<file path="src/rtl/keypad_scanner.sv">
// keypad_scanner: scans a 4x3 matrix keypad, debounces the rows and encodes the held key; define KEYPAD_STAR_HASH_EN to decode * as 11 and # as 12
module keypad_scanner #(
  parameter int         DEBOUNCE_TICKS = 4,
  parameter logic [3:0] NOKEY          = 4'd10
) (
  input  logic       clk,
  input  logic       rst,
  input  logic       scan_tick,
  input  logic [3:0] row_n,
  output logic [2:0] col_n,
  output logic [3:0] key,
  output logic       key_strobe
);
  localparam logic [3:0] DB = 4'(DEBOUNCE_TICKS);
  typedef enum logic [1:0] {SCAN, PRESS_DB, HELD, RELEASE_DB} state_t;
  state_t state, next_state;
  logic [3:0] row_m, row_s, cand, next_cand, cand_key, next_cand_key;
  logic [3:0] cnt, next_cnt, cnt_inc, next_key, code;
  logic [2:0] next_col, col_rot;
  logic [1:0] r, c;
  logic one_low, valid, done, next_strobe;
  assign one_low = row_s inside {4'b1110, 4'b1101, 4'b1011, 4'b0111};
  assign r = !row_s[0] ? 2'd0 : !row_s[1] ? 2'd1 : !row_s[2] ? 2'd2 : 2'd3;
  assign c = !col_n[0] ? 2'd0 : !col_n[1] ? 2'd1 : 2'd2;
  assign code = r == 2'd3 ? (c == 2'd1 ? 4'd0 : c == 2'd0 ? 4'd11 : 4'd12)
                          : {2'b00, r} * 4'd3 + {2'b00, c} + 4'd1;
`ifdef KEYPAD_STAR_HASH_EN
  assign valid = one_low;
`else
  assign valid = one_low && (r != 2'd3 || c == 2'd1);
`endif
  assign col_rot = {col_n[1:0], col_n[2]};
  assign cnt_inc = cnt == 4'hf ? cnt : cnt + 4'd1;
  assign done = cnt_inc >= DB;
  // synchroniser, FSM state and registered outputs
  always_ff @(posedge clk or posedge rst)
    if (rst) begin
      row_m <= 4'hf;
      row_s <= 4'hf;
      state <= SCAN;
      cnt <= 4'd0;
      col_n <= 3'b110;
      key <= NOKEY;
      key_strobe <= 1'b0;
      cand <= 4'hf;
      cand_key <= NOKEY;
    end else begin
      row_m <= row_n;
      row_s <= row_m;
      state <= next_state;
      cnt <= next_cnt;
      col_n <= next_col;
      key <= next_key;
      key_strobe <= next_strobe;
      cand <= next_cand;
      cand_key <= next_cand_key;
    end
  // scan/debounce decisions, taken only on scan_tick; count returns to 0 on every state change so cnt_inc starts at 1
  always_comb begin
    next_state = state;
    next_cnt = cnt;
    next_col = col_n;
    next_key = key;
    next_strobe = 1'b0;
    next_cand = cand;
    next_cand_key = cand_key;
    if (scan_tick)
      case (state)
        SCAN:
          if (valid) begin
            next_cand = row_s;
            next_cand_key = code;
            next_cnt = done ? 4'd0 : cnt_inc;
            next_state = done ? HELD : PRESS_DB;
            next_key = done ? code : key;
            next_strobe = done;
          end else
            next_col = col_rot;
        PRESS_DB:
          if (row_s == cand) begin
            next_cnt = done ? 4'd0 : cnt_inc;
            next_state = done ? HELD : PRESS_DB;
            next_key = done ? cand_key : key;
            next_strobe = done;
          end else begin
            next_cnt = 4'd0;
            next_state = SCAN;
            next_col = col_rot;
          end
        HELD, RELEASE_DB:
          if (row_s == 4'hf) begin
            next_cnt = done ? 4'd0 : cnt_inc;
            next_state = done ? SCAN : RELEASE_DB;
            next_key = done ? NOKEY : key;
            next_col = done ? col_rot : col_n;
          end else begin
            next_cnt = 4'd0;
            next_state = HELD;
          end
      endcase
  end
endmodule

</file>
<file path="config.mk">
export PLATFORM = sky130hd
export DESIGN_NAME = keypad_scanner
export DESIGN_NICKNAME = d
export VERILOG_FILES = /design/src/rtl/keypad_scanner.sv
export SDC_FILE = /design/constraint.sdc
export NUM_CORES = 1
export LEC_CHECK = 0
export ABC_AREA = 1
export BUFFER_PORTS_ARGS = -buffer_cell sky130_fd_sc_hd__buf_2
export CORE_MARGIN = 4
export CORE_UTILIZATION = 30
export DETAILED_ROUTE_END_ITERATION = 8
export PLACE_DENSITY = 0.56
export SLEW_MARGIN = 5
export SYNTH_ARGS = -nofsm -noshare
export SYNTH_HDL_FRONTEND = slang
export SYNTH_SLANG_ARGS = --single-unit
</file>
<file path="constraint.sdc">
create_clock -name clk -period 4.8 [get_ports clk]
set_input_delay 0.24 -clock clk [delete_from_list [all_inputs] [get_ports clk]]
set_output_delay 0.24 -clock clk [all_outputs]
set_load 0.05 [all_outputs]
</file>
# == Word-level counts from Yosys, hierarchy flattened ==
# Cells that the tools add are included.
# totals
register_bits,30
latch_bits,0
ramBits,0
romBits,0
in_bits,7
output_inout_bits,8
wordCells,81
mem_count,0
# classes
n_addsub,3
n_mul,1
div_mod_pow,0
order_cmp,1
eq_ne,21
shifts,0
muxes,36
n_bitwise,0
reduce_logical,10
# op_table
operator,n
4-bit 2-to-1 mux,13
4-bit one-hot mux with 3 select lines,2
4-bit equality test (second input constant),5
2-bit 2-to-1 mux,9
2-bit inequality test (second input constant),9
3-bit 2-to-1 mux,5
3-bit one-hot mux with 3 select lines,1
4-bit by 1-bit adder with 4-bit output (second input constant),2
7-bit AND reduction,1
2-bit equality test (second input constant),3
2-bit one-hot mux with 3 select lines,1
5-bit AND reduction,1
4-bit by 2-bit adder with 4-bit output,1
2-bit by 1-bit equality test with 1-bit output (second input constant),2
4-bit by 3-bit equality test with 1-bit output (second input constant),1
4-bit equality test,1
4-bit by 3-bit >= comparator with 1-bit output (second input constant),1
2-bit zero test,2
2-bit by 2-bit multiplier with 4-bit output (second input constant),1
1-bit 2-to-1 mux,4
4-bit nonzero test,1
3-bit AND reduction,1
1-bit one-hot mux with 2 select lines,1
2-bit AND reduction,1
3 further kinds,3

# == Depth between registers and ports, before layout ==
# depth
ltp_word,10
ltp_mapped,16
mapped_depth_nobuf,16

# == Worst setup path after synthesis ==
# Ideal clock, no wire load.
# synth_timing
path_type,register to register
start,register row_s[0]
end,register key[2]
setup_ns,0.065
arrival_time_ns,2.202
required_ns,4.735
path_slack_ns,2.533
stages_incl_launch_ff,13
path_cell_list,dfstp_2 nand2_2 nor2_4 nor2_1 ha_1 or2_2 ha_1 xnor2_1 o21ai_0 nand2_1 o21ai_0 nand2_1 nand2_1
# synth_between
elab_chain_len,8
# synth_rtl
item,line,rtl
start: declaration,17,"logic [3:0] row_m, row_s, cand, next_cand, cand_key, next_cand_key;"
start signal: assignment,49,row_s <= row_m;
2-bit 2-to-1 mux,23,assign r = !row_s[0] ? 2'd0 : !row_s[1] ? 2'd1 : !row_s[2] ? 2'd2 : 2'd3;
2-bit by 2-bit multiplier with 4-bit output,26,": {2'b00, r} * 4'd3 + {2'b00, c} + 4'd1;"
4-bit by 2-bit adder with 4-bit output,26,
4-bit by 1-bit adder with 4-bit output,26,
4-bit 2-to-1 mux,25,assign code = r == 2'd3 ? (c == 2'd1 ? 4'd0 : c == 2'd0 ? 4'd11 : 4'd12)
4-bit 2-to-1 mux,75,next_key = done ? code : key;
4-bit 2-to-1 mux,70,if (valid) begin
4-bit one-hot mux with 3 select lines,68,case (state)
end signal: assignment,53,key <= next_key;
end: declaration,11,"output logic [3:0] key,"
# Several ways; a longest one is shown, not always the timed one. The select of a mux whose other input is x is not followed.
# A chain may end at the register's enable or synchronous reset.

# == Worst setup path after layout ==
# Same ends and word-level chain as after synthesis.

==> flow_summary.ini <==
[logic_synthesis]
proportion_of_netlist_area_held_by_the_largest_area_contributor = 0.280
synth_warnings = 0
ys_ff_latch = 30
yosysUniqueCellTypes = 29
syn-num-nets = 225
syn_area_per_cell_um2 = 7.92
syn-cell-area_um2 = 1690
synth_area_leaders = sky130_fd_sc_hd__dfstp_2 28%, sky130_fd_sc_hd__nand2_1 20%, sky130_fd_sc_hd__dfrtp_1 18%, sky130_fd_sc_hd__inv_1 5.1%, sky130_fd_sc_hd__ha_1 3.0%
post_synth_inst_count = 213
synth_seq_area_share = 0.458
yosysTopAreaCell = sky130_fd_sc_hd__dfstp_2

[setup_path]
critical_path_class = reg2reg
max_fanout_on_critical_path = 7
cp-end-kind = flop
required_ns = 5.02
crit_arrival_ns = 2.66
setup.worst_path.start_class = flop

[final_layout]
fin_nets = 245
insertedDiodeCount = 0
layout-drive-gt1-share = 0.282
areaGrowthSynthToFinish_pct = 14.2

[detailed_routing]
routed_wirelength_mm = 3.02
firstDrtPassIters = 4
dr.first_iter.drc_count = 56
via_per_inst = 4.24
num_vias = 1296
antenna_violating_nets_post_route = 0
total_drc_errors_in_the_routed_layout = 0
routedWlPerCell_um = 9.87

[clock_network]
clk-insertion-delay-late_ns = 0.28
number_of_sinks_on_the_clock_net = 30
cts-buffers-inserted = 5
path_clk_slew_ns = 0.06
tritoncts = built
ctsResizeCount = 0
cts_buffer_depth = 2
cts-htree-levels = 2
clock_tree.root_cell = sky130_fd_sc_hd__clkbuf_8
post_cts.repair.setup_buffers = 0
cts_hold_repair.buffers = 0

[sta]
total_setup_violations_reported_at_the_end_of_the_flow = 0
holdWs_ns = 0.0204
min_period_over_period = 0.508
finalClockSkew_ns = 0.00340
finalWorstSetupSlack_ns = 2.36
grt_setup_unrepaired = false
hold_viol = 0
slew_headroom = 0.753
worst_pin_slew_ns = 0.371
slew_violations = 0
fin_crit_ns = 2.44
clock.fmax_mhz = 410
tns_ns = 0

[placed_design]
number_of_i_o_port_buffers = 14
post-dp-hpwl_mm = 2.33
finalWeightedCongestion = 0.767
placement_setup_slack_ns = 2.37

[floorplanning]
fp.dieArea_um2 = 6890
std_cell_rows = 27
initial_standard_cell_utilization_of_the_core = 0.308
core_region_area_um2 = 5470
num_io_pins = 15
fp.dieW_um = 83.0
chipHeight_um = 83.0

[global_route]
first_global_vias = 1300
grt_start_max_net_pins = 31
overflow_left_after_global_routing = 0
wire_length_of_the_first_global_routing_pass_mm = 5.51
track_usage = 0.0978
antenna_violations_before_repair = 0

[outcome]
outcome = finished, final reports clean

[power]
p_leak_nw = 1.04
power_density_nw_per_um2 = 490
total_power_mw = 0.944
ir_drop_v = 0.000155

[run]
maxCapViolations = 0

[min_path]
worst_min_delay_path_category = in2async
-- cell families after synthesis --
| family | count (synthesis) | share of synthesized area |
|---|---|---|
| flip-flops | 30 | 0.458 |
| AND/OR/NAND/NOR | 124 | 0.335 |
| multiplexers | 1 | 0.00593 |
| buffers and inverters | 30 | 0.0734 |
| AO/OA/AOI/OAI | 21 | 0.0757 |
| adder cells (fa/ha/maj) | 5 | 0.0415 |
| XOR/XNOR | 2 | 0.0104 |
-- path summary, 6_finish.rpt --
| kind | start | to | slack (ns) | cells after the start |
|---|---|---|---|---|
| max in group asynchronous | rst | col_n[1]$_DFFE_PP1P_ | 4.46 | 3 |
| worst max register to register | row_s[0]$_DFF_PP1_ | key[2]$_DFFE_PP0P_ | 2.36 | 12 |
| worst max-delay path | row_s[0]$_DFF_PP1_ | key[2]$_DFFE_PP0P_ | 2.36 | 12 |
| worst min-delay path | rst | cnt[2]$_DFFE_PP0P_ | 0.02 | 3 |
| min in group clk | row_n[2] | row_m[2]$_DFF_PP1_ | 0.06 | 1 |
| worst min register to register | row_m[3]$_DFF_PP1_ | row_s[3]$_DFF_PP1_ | 0.36 | 0 |
-- power breakdown --
group | total, mW | leakage [nW] | switching, mW | internal, mW
combinational | 0.353 | 0.646 | 0.239 | 0.114
clock | 0.206 | 0.0482 | 0.0911 | 0.115
sequential | 0.384 | 0.348 | 0.0440 | 0.340
-- state kept, by name, summed over array words and instances, names as in the netlist --
register and cells:
key_strobe 1, cnt 4, col_n 3, row_m 4, cand 4, key 4
row_s 4, state 2, cand_key 4
-- cells in the final DEF (no fill, tap or decap), types with 5 or more instances in the layout --
master,instances
sky130_fd_sc_hd__nor2_1,9
sky130_fd_sc_hd__buf_2,14
sky130_fd_sc_hd__dfrtp_1,12
sky130_fd_sc_hd__dfstp_2,18
sky130_fd_sc_hd__inv_1,23
sky130_fd_sc_hd__a21oi_1,5
sky130_fd_sc_hd__o21ai_1,6
sky130_fd_sc_hd__nand2_1,88
sky130_fd_sc_hd__nand3_1,9
sky130_fd_sc_hd__clkbuf_8,6
sky130_fd_sc_hd__inv_2,5
sky130_fd_sc_hd__o21ai_2,5
-- critical path: stages (launching register included) --
cell                      delay [ns]
sky130_fd_sc_hd__dfstp_2        0.59
sky130_fd_sc_hd__nand2_2        0.12
sky130_fd_sc_hd__nor2_4         0.16
sky130_fd_sc_hd__nor2_1         0.06
sky130_fd_sc_hd__ha_1           0.18
sky130_fd_sc_hd__or2_2          0.29
sky130_fd_sc_hd__ha_1           0.32
sky130_fd_sc_hd__xnor2_1        0.13
sky130_fd_sc_hd__o21ai_0        0.24
sky130_fd_sc_hd__nand2_1        0.08
sky130_fd_sc_hd__o21ai_0        0.08
sky130_fd_sc_hd__nand2_1        0.06
sky130_fd_sc_hd__nand2_1        0.06
-- Yosys cell counts, drive strengths merged --
cell	n
nand3	11
ha	4
fa	1
inv	28
dfstp	18
a21oi	6
buf	1
xnor2	1
nand3b	1
mux2i	1
clkbuf	1
dfrtp	12
nor2	15
or2	3
o21ai	15
nand4	1
xor2	1
nand2	93
-- metrics by stage --
stage | instance area, um2 | utilization | cells
after floorplan | 1690 | - | 213
after global placement | 1840 | 0.335 | 298
after detailed placement | 1840 | 0.335 | 298
after CTS | 1930 | 0.352 | 306
after global routing | 1930 | 0.352 | 306
final | 1930 | 0.352 | 306
-- metal layers --
metal | vias to the layer above | share of wire | track usage
met5 | - | 0 | 0
met4 | 0 | 0.017 | 0.0357
met3 | 7 | 0.042 | 0.0347
met2 | 16 | 0.46 | 0.164
met1 | 577 | 0.48 | 0.115
li1 | 696 | - | -
-- layout make-up --
class                   count  area (um2)
fillers                   598        3550
inverters                  28         105
flip-flops and latches     30         773
multi-input cells         153         790
well taps                  72        90.1
repair buffers             15        77.6
clock inverters             1        5.00
clock buffers               7        86.3
Power figures use the tool's default switching activity.
